[src/rtl/fifo_rd_dispatch.sv]
// Drains one packet from the FIFO picked by the select calculator onto a registered
// valid/ready stream, holding the request bits low until the calculator can re-arbitrate.
module fifo_rd_dispatch #(
    parameter int PORT_NUM    = 2,
    parameter int DATA_W      = 32,
    parameter int MAX_PKT_LEN = 256
) (
    input  logic                       glb_clk,
    input  logic                       glb_areset_n,
    input  logic [7:0]                 fifo_sel_code,
    output logic [PORT_NUM-1:0]        fifo_sel_bits,
    input  logic [PORT_NUM-1:0]        fifo_empty_n,
    input  logic [PORT_NUM*DATA_W-1:0] fifo_rd_data,
    input  logic [PORT_NUM-1:0]        fifo_rd_eop,
    output logic [PORT_NUM-1:0]        fifo_rd_en,
    output logic                       out_valid,
    input  logic                       out_ready,
    output logic [DATA_W-1:0]          out_data,
    output logic                       out_sop,
    output logic                       out_eop,
    output logic [6:0]                 out_port,
    output logic                       busy,
    output logic                       err_bad_sel,
    output logic                       err_len
);

    localparam int CNT_W = $clog2(MAX_PKT_LEN + 1);

    localparam logic [1:0] IDLE    = 2'd0;
    localparam logic [1:0] XFER    = 2'd1;
    localparam logic [1:0] RELEASE = 2'd2;

    // Output stream: a word is transferred on a cycle where out_valid && out_ready;
    // out_valid never drops and the word never changes while out_valid && !out_ready.

    logic [1:0]          state;
    logic [6:0]          port_q;
    logic [CNT_W-1:0]    word_cnt;
    logic                first_q;

    logic [DATA_W-1:0]   head_data;
    logic                head_vld;
    logic                head_eop;
    logic [PORT_NUM-1:0] port_oh;
    logic                sel_ok;
    logic                load;
    logic                len_hit;

    always_comb begin
        head_data = '0;
        head_vld  = 1'b0;
        head_eop  = 1'b0;
        port_oh   = '0;
        for (int i = 0; i < PORT_NUM; i++) begin
            if (port_q == 7'(i)) begin
                head_data  = fifo_rd_data[i*DATA_W +: DATA_W];
                head_vld   = fifo_empty_n[i];
                head_eop   = fifo_rd_eop[i];
                port_oh[i] = 1'b1;
            end
        end
    end

    assign sel_ok  = fifo_sel_code[7] && (int'(fifo_sel_code[6:0]) < PORT_NUM);
    assign len_hit = (word_cnt == CNT_W'(MAX_PKT_LEN - 1));
    assign load    = glb_areset_n && (state == XFER) && head_vld && (!out_valid || out_ready);

    // Requests are masked during reset too, so the calculator sees nothing until IDLE is real.
    assign fifo_sel_bits = (glb_areset_n && state == IDLE) ? fifo_empty_n : '0;
    assign fifo_rd_en    = load ? port_oh : '0;
    assign busy          = (state != IDLE);

    always_ff @(posedge glb_clk) begin
        if (!glb_areset_n) begin
            state       <= IDLE;
            port_q      <= '0;
            word_cnt    <= '0;
            first_q     <= 1'b0;
            out_valid   <= 1'b0;
            out_data    <= '0;
            out_sop     <= 1'b0;
            out_eop     <= 1'b0;
            out_port    <= '0;
            err_bad_sel <= 1'b0;
            err_len     <= 1'b0;
        end else begin
            err_bad_sel <= 1'b0;
            err_len     <= 1'b0;
            case (state)
                IDLE: begin
                    if (sel_ok) begin
                        port_q   <= fifo_sel_code[6:0];
                        word_cnt <= '0;
                        first_q  <= 1'b1;
                        state    <= XFER;
                    end else if (fifo_sel_code[7]) begin
                        err_bad_sel <= 1'b1;
                    end
                end
                XFER: begin
                    if (load) begin
                        word_cnt <= word_cnt + 1'b1;
                        first_q  <= 1'b0;
                        if (head_eop || len_hit) state <= RELEASE;
                        if (len_hit && !head_eop) err_len <= 1'b1;
                    end
                end
                RELEASE: state <= IDLE;
                default: state <= IDLE;
            endcase

            // The output stage drains on its own, independent of the FSM state.
            if (load) begin
                out_valid <= 1'b1;
                out_data  <= head_data;
                out_sop   <= first_q;
                out_eop   <= head_eop || len_hit;
                out_port  <= port_q;
            end else if (out_ready) begin
                out_valid <= 1'b0;
            end
        end
    end

endmodule

[config.mk]
export PLATFORM = sky130hd
export DESIGN_NAME = fifo_rd_dispatch
export DESIGN_NICKNAME = d
export VERILOG_FILES = /design/src/rtl/fifo_rd_dispatch.sv
export SDC_FILE = /design/constraint.sdc
export NUM_CORES = 1
export LEC_CHECK = 0
export ABC_CLOCK_PERIOD_IN_PS = 2700
export BUFFER_PORTS_ARGS = -buffer_cell sky130_fd_sc_hd__buf_2
export CORE_MARGIN = 3
export CORE_UTILIZATION = 35
export DETAILED_ROUTE_END_ITERATION = 8
export PLACE_DENSITY = 0.7
export SLEW_MARGIN = 20
export SYNTH_ARGS = -nofsm -noshare
export SYNTH_HDL_FRONTEND = slang
export SYNTH_SLANG_ARGS = --single-unit
[constraint.sdc]
create_clock -name glb_clk -period 2.7 [get_ports glb_clk]
set_input_delay 0.54 -clock glb_clk [delete_from_list [all_inputs] [get_ports glb_clk]]
set_output_delay 0.54 -clock glb_clk [all_outputs]
set_load 0.1 [all_outputs]
* Yosys cells after proc, flatten, opt, wreduce, memory -nomap -nowiden
Cells that the tools add are included. Widths: inputs -> output; s select.
Storage, ports and cells: bits in registers 63, output and inout bits 49, logic and storage cells 65
Operators by class: add/sub/neg operators 1, $lt $le $gt $ge 1, equality and inequality tests 6, muxes and demuxes 24, bitwise logic cells 2, reductions and logical operators 20
Operators with widths (count):
- $mux 32 | 2
- $mux 9 | 2
- $pmux 9 s2 | 1
- $mux 1 | 12
- $mux 2 | 5
- $add 9x1->9 const B | 1
- $eq 9x8->1 const B | 1
- $reduce_and 3->1 | 3
- $eq 7x1->1 const B | 1
- $logic_not 7->1 | 1
- $lt 7x2->1 const B | 1
- $logic_and 1x1->1 | 6
- $reduce_bool 2->1 | 3
- $ne 2x2->1 const B | 2
- $pmux 2 s2 | 1
- $reduce_or 3->1 | 1
- $eq 2x1->1 const B | 1
- $logic_not 1->1 | 2
- $logic_not 2->1 | 1
- $logic_or 1x1->1 | 2
- $ne 2x1->1 const B | 1
- $not 1->1 | 2
- $pmux 1 s2 | 1
- $reduce_and 2->1 | 1

* Longest topological paths before layout
word-level depth 7, gate-level depth with buffers 7, gate-level depth less buffers 7

* Worst setup path after synthesis
Ideal clock, no wire load.
path type register to output, start register port_q[1], end output fifo_rd_en[0], arrival 3511 ps, setup slack -1351 ps, cell stages (with the launch flop) 6, buffers on the path 2, cell sequence dfxtp_1 -> or4_1 -> buf_2 -> or3_1 -> buf_2 -> nor3_1
On the way: word-level cells in the longest chain between the ends 6, elaborated cells on any way between the ends 8
Ends and longest elaborated chain:
- start: declaration | RTL line 37 | logic [6:0] port_q;
- start signal: assignment | RTL line 92 | port_q <= fifo_sel_code[6:0];
- $logic_not 7->1 | RTL line 55 | if (port_q == 7'(i)) begin
- $mux 1 (2 in series) | RTL line 55
- $logic_and 1x1->1 (2 in series) | RTL line 66 | assign load = glb_areset_n && (state == XFER) && head_vld && (!out_valid || out_ready);
- $mux 2 (*) | RTL line 70 | assign fifo_rd_en = load ? port_oh : '0;
- end: declaration | RTL line 15 | output logic [PORT_NUM-1:0] fifo_rd_en,
Every way passes the cells marked *; elsewhere a longest branch is shown, timed or not.

* Worst setup path in the final report
start register port_q[1], end output fifo_rd_en[1]
The elaborated chain is that of the path after synthesis.

==> results_dict.tcl <==
set metrics [dict create \
    status "complete, no violations" \
    drtIter0Drc 77 \
    layout_commonest_cell "buf_2" \
    clock_latency_ps 330 \
    post-place-ws_ps 342.8 \
    vias_per_cell 5.363 \
    yosys.area.top_type_share_pct 42.62 \
    p_sw_w 0.0004288 \
    wl_per_cell_um 15.03 \
    cts_root_buf "clkbuf_8" \
    switching_share_pct 21.46 \
    cts.clk_slew.worst_paths_ps 70 \
    postCtsSetupRepairBufs 0 \
    cp-start-kind "flip-flop" \
    syn_inst 329 \
    globalRoute.busiestLayer "met2" \
    antenna_cells 0 \
    synth_ff_type "dfxtp_1" \
    slew_headroom_pct 56.06 \
    min_period_over_period_pct 96.70 \
    power_frac_comb_pct 6.9 \
    cts-buffers-inserted 9 \
    pwr-share-clk_pct 46.5 \
    regArea_sq_um 1262 \
    fin_skew_ps 7.381 \
    place_hpwl_um 5597 \
    io_buffers 127 \
    start_util_pct 37.14 \
    grt_start_max_net_pins 40 \
    synth_area_leaders "dfxtp_1 43%, mux2_2 13%, nand4_1 7.0%" \
    n_fill_cell 764 \
    drt-total-wl_um 8311 \
    vdd_drop_max_uv 194.8 \
    use_met1_pct 21.06 \
    drcViolationCount 0 \
    syn-num-nets 410 \
    power_density_nw_per_um2 505.9 \
    hp-class "in2reg" \
    use_met3_pct 5.500 \
    synth-edff-count 0 \
    synth-seq-cells 63 \
    globalplace.congestion 0.8344 \
    cpPeakStageDelay_ps 540 \
    worst_hold_startpoint "fifo_sel_code[0]" \
    leakage_nw 1.678 \
    worst_pin_slew_ps 657.1 \
    core_sq_um 7968 \
    cts_sinks 63 \
    synth_area_per_cell_sq_um 8.994 \
    rsz0062_at_grt "no" \
    fmax_ghz 0.3830 \
    end_kind "primary output" \
    max-cap-violations 0 \
    multi_input_area_sq_um 1568 \
    cp.arrival_ps 2070 \
    grt_usage_pct 17.24 \
    cp_data_required_time_ps 2160 \
    antenna_found_initial 0 \
    period_needed_ps 2611 \
    grt_pass1_vias 2853 \
    synth_area_sq_um 2959 \
    hold_violations 0 \
    mostFrequentLayoutCells "125 x buf_2, 62 x dfxtp_1, 36 x a21oi_1, 33 x mux2_2, 33 x nand4_1" \
    setup.worst_path.start "port_q[1]$_SDFFE_PN0P_" \
    area_growth_pct 33.45 \
    cts_buffer_depth 2 \
    layout.nets 527 \
    setup_ws_ps 89.21 \
    drive_gt1_share_pct 43.90 \
    fp-row-count 32 \
    ys_async_sr_fraction_pct 0 \
    antenna_left 0 \
    slew_violations 0 \
    cts-hold-fix-buffers 0 \
    holdWs_ps 439.9 \
    intPower_w 0.001569 \
    grt-ovfl-total 0 \
    cp_slowest_cell "or4_1" \
    synth_top_cell_by_area "dfxtp_1" \
    yosysSeqAreaShare_pct 42.62 \
    setup_viol 0 \
    firstDrtPassIters 4 \
    ys_warn_count 0 \
    path_cells "or4_1 > or3_4 > nor2_1 > and2_2 > buf_12" \
    use_met2_pct 27.70 \
    htreeDepth 3 \
    r2r-start "port_q[1]$_SDFFE_PN0P_" \
    worstSetupPathType "reg2out" \
    die_area_sq_um 9594 \
    dr_total_vias 2966 \
    synth_cell_types 37 \
    fp.dieH_um 97.95 \
    grt_pass1_wl_um 13620 \
    cp_max_fo 4 \
    io_pins 128 \
    pwr-share-seq_pct 46.6 \
    die_w_um 97.95 \
    cts_tree "built" \
]
==> state kept, by name, summed over array words and instances (netlist names) <==
| signal | flops |
|---|---|
| err_bad_sel | 1 |
| word_cnt | 9 |
| state | 2 |
| out_port | 7 |
| out_data | 32 |
| out_valid | 1 |
| out_eop | 1 |
| port_q | 7 |
| out_sop | 1 |
| first_q | 1 |
| err_len | 1 |
==> worst paths after layout <==
kind,cells after the start,endpoint,slack (ps)
max,5,fifo_rd_en[1],90
min,3,port_q[0]$_SDFFE_PN0P_,440
max reg2reg,5,out_data[22]$_SDFFE_PN0N_,480
min reg2reg,1,port_q[5]$_SDFFE_PN0P_,460
==> cell type report <==
cell class                      count  area share (%)
Sequential cell                    63           31.97
Clock inverter                      3           1.648
Timing Repair Buffer              139           19.14
Clock buffer                       13           4.024
Multi-Input combinational cell    230           39.70
Inverter                            3          0.2852
Tap cell                          102           3.232
==> critical path, delay by kind of cell, from the launching register on <==
family / cells / cell delay (ps)
buffers and inverters: 1 / 170
DFF: 1 / 310
and+or+nand+nor: 4 / 1260
==> synthesized netlist by cell type (9+ instances only) <==
cell,n
nand2_1,9
nand3_1,9
nand4_1,33
o21ai_0,28
dfxtp_1,63
mux2_2,33
o211ai_1,12
a21oi_1,36
o21ai_1,12
clkbuf_1,24
and3_1,9
==> kinds of logic after synthesis <==
family | after synthesis | share of synthesized area [%]
buffers and inverters | 36 | 5.370
AOI/OAI and AO/OA | 93 | 17.17
muxes | 36 | 13.57
adders and majority gates | 2 | 0.8455
and+or+nand+nor | 99 | 20.42
DFF | 63 | 42.62
==> per-stage QoR <==
stage	setup TNS [ps]	power, W	cell area (sq um)	utilization (%)	std cells
after detailed placement	0	0.001091	3714	46.61	537
after global placement	0	0.001088	3714	46.61	537
after global routing	0	0.002075	3949	49.56	553
after floorplan	-69.27	0.001024	2972	-	329
after CTS	0	0.002023	3938	49.42	553
final	0	0.001998	3949	49.56	553
==> power by group through the flow <==
stage | registers (W) | logic, W | clock network (W)
5_1_grt | 0.000931 | 0.000153 | 0.000991
2_1_floorplan | 0.000964 | 0.0000599 | 0
3_5_place_dp | 0.000953 | 0.000138 | 0
4_1_cts | 0.000931 | 0.000139 | 0.000953
3_3_place_gp | 0.000953 | 0.000135 | 0
6_report | 0.000932 | 0.000138 | 0.000928
==> layer usage <==
layer	part of all wire, %	vias up
met4	1.2	0
met3	9.1	6
met2	46	124
met1	43	1375
met5	0	-
li1	-	1461
==> repair_timing <==
action | 4_1_cts | 5_1_grt
gates resized for setup | 0 | 1
endpoints found under the hold margin | 0 | 0
setup endpoints to repair | 0 | 1
Power figures use the tool's default switching activity.
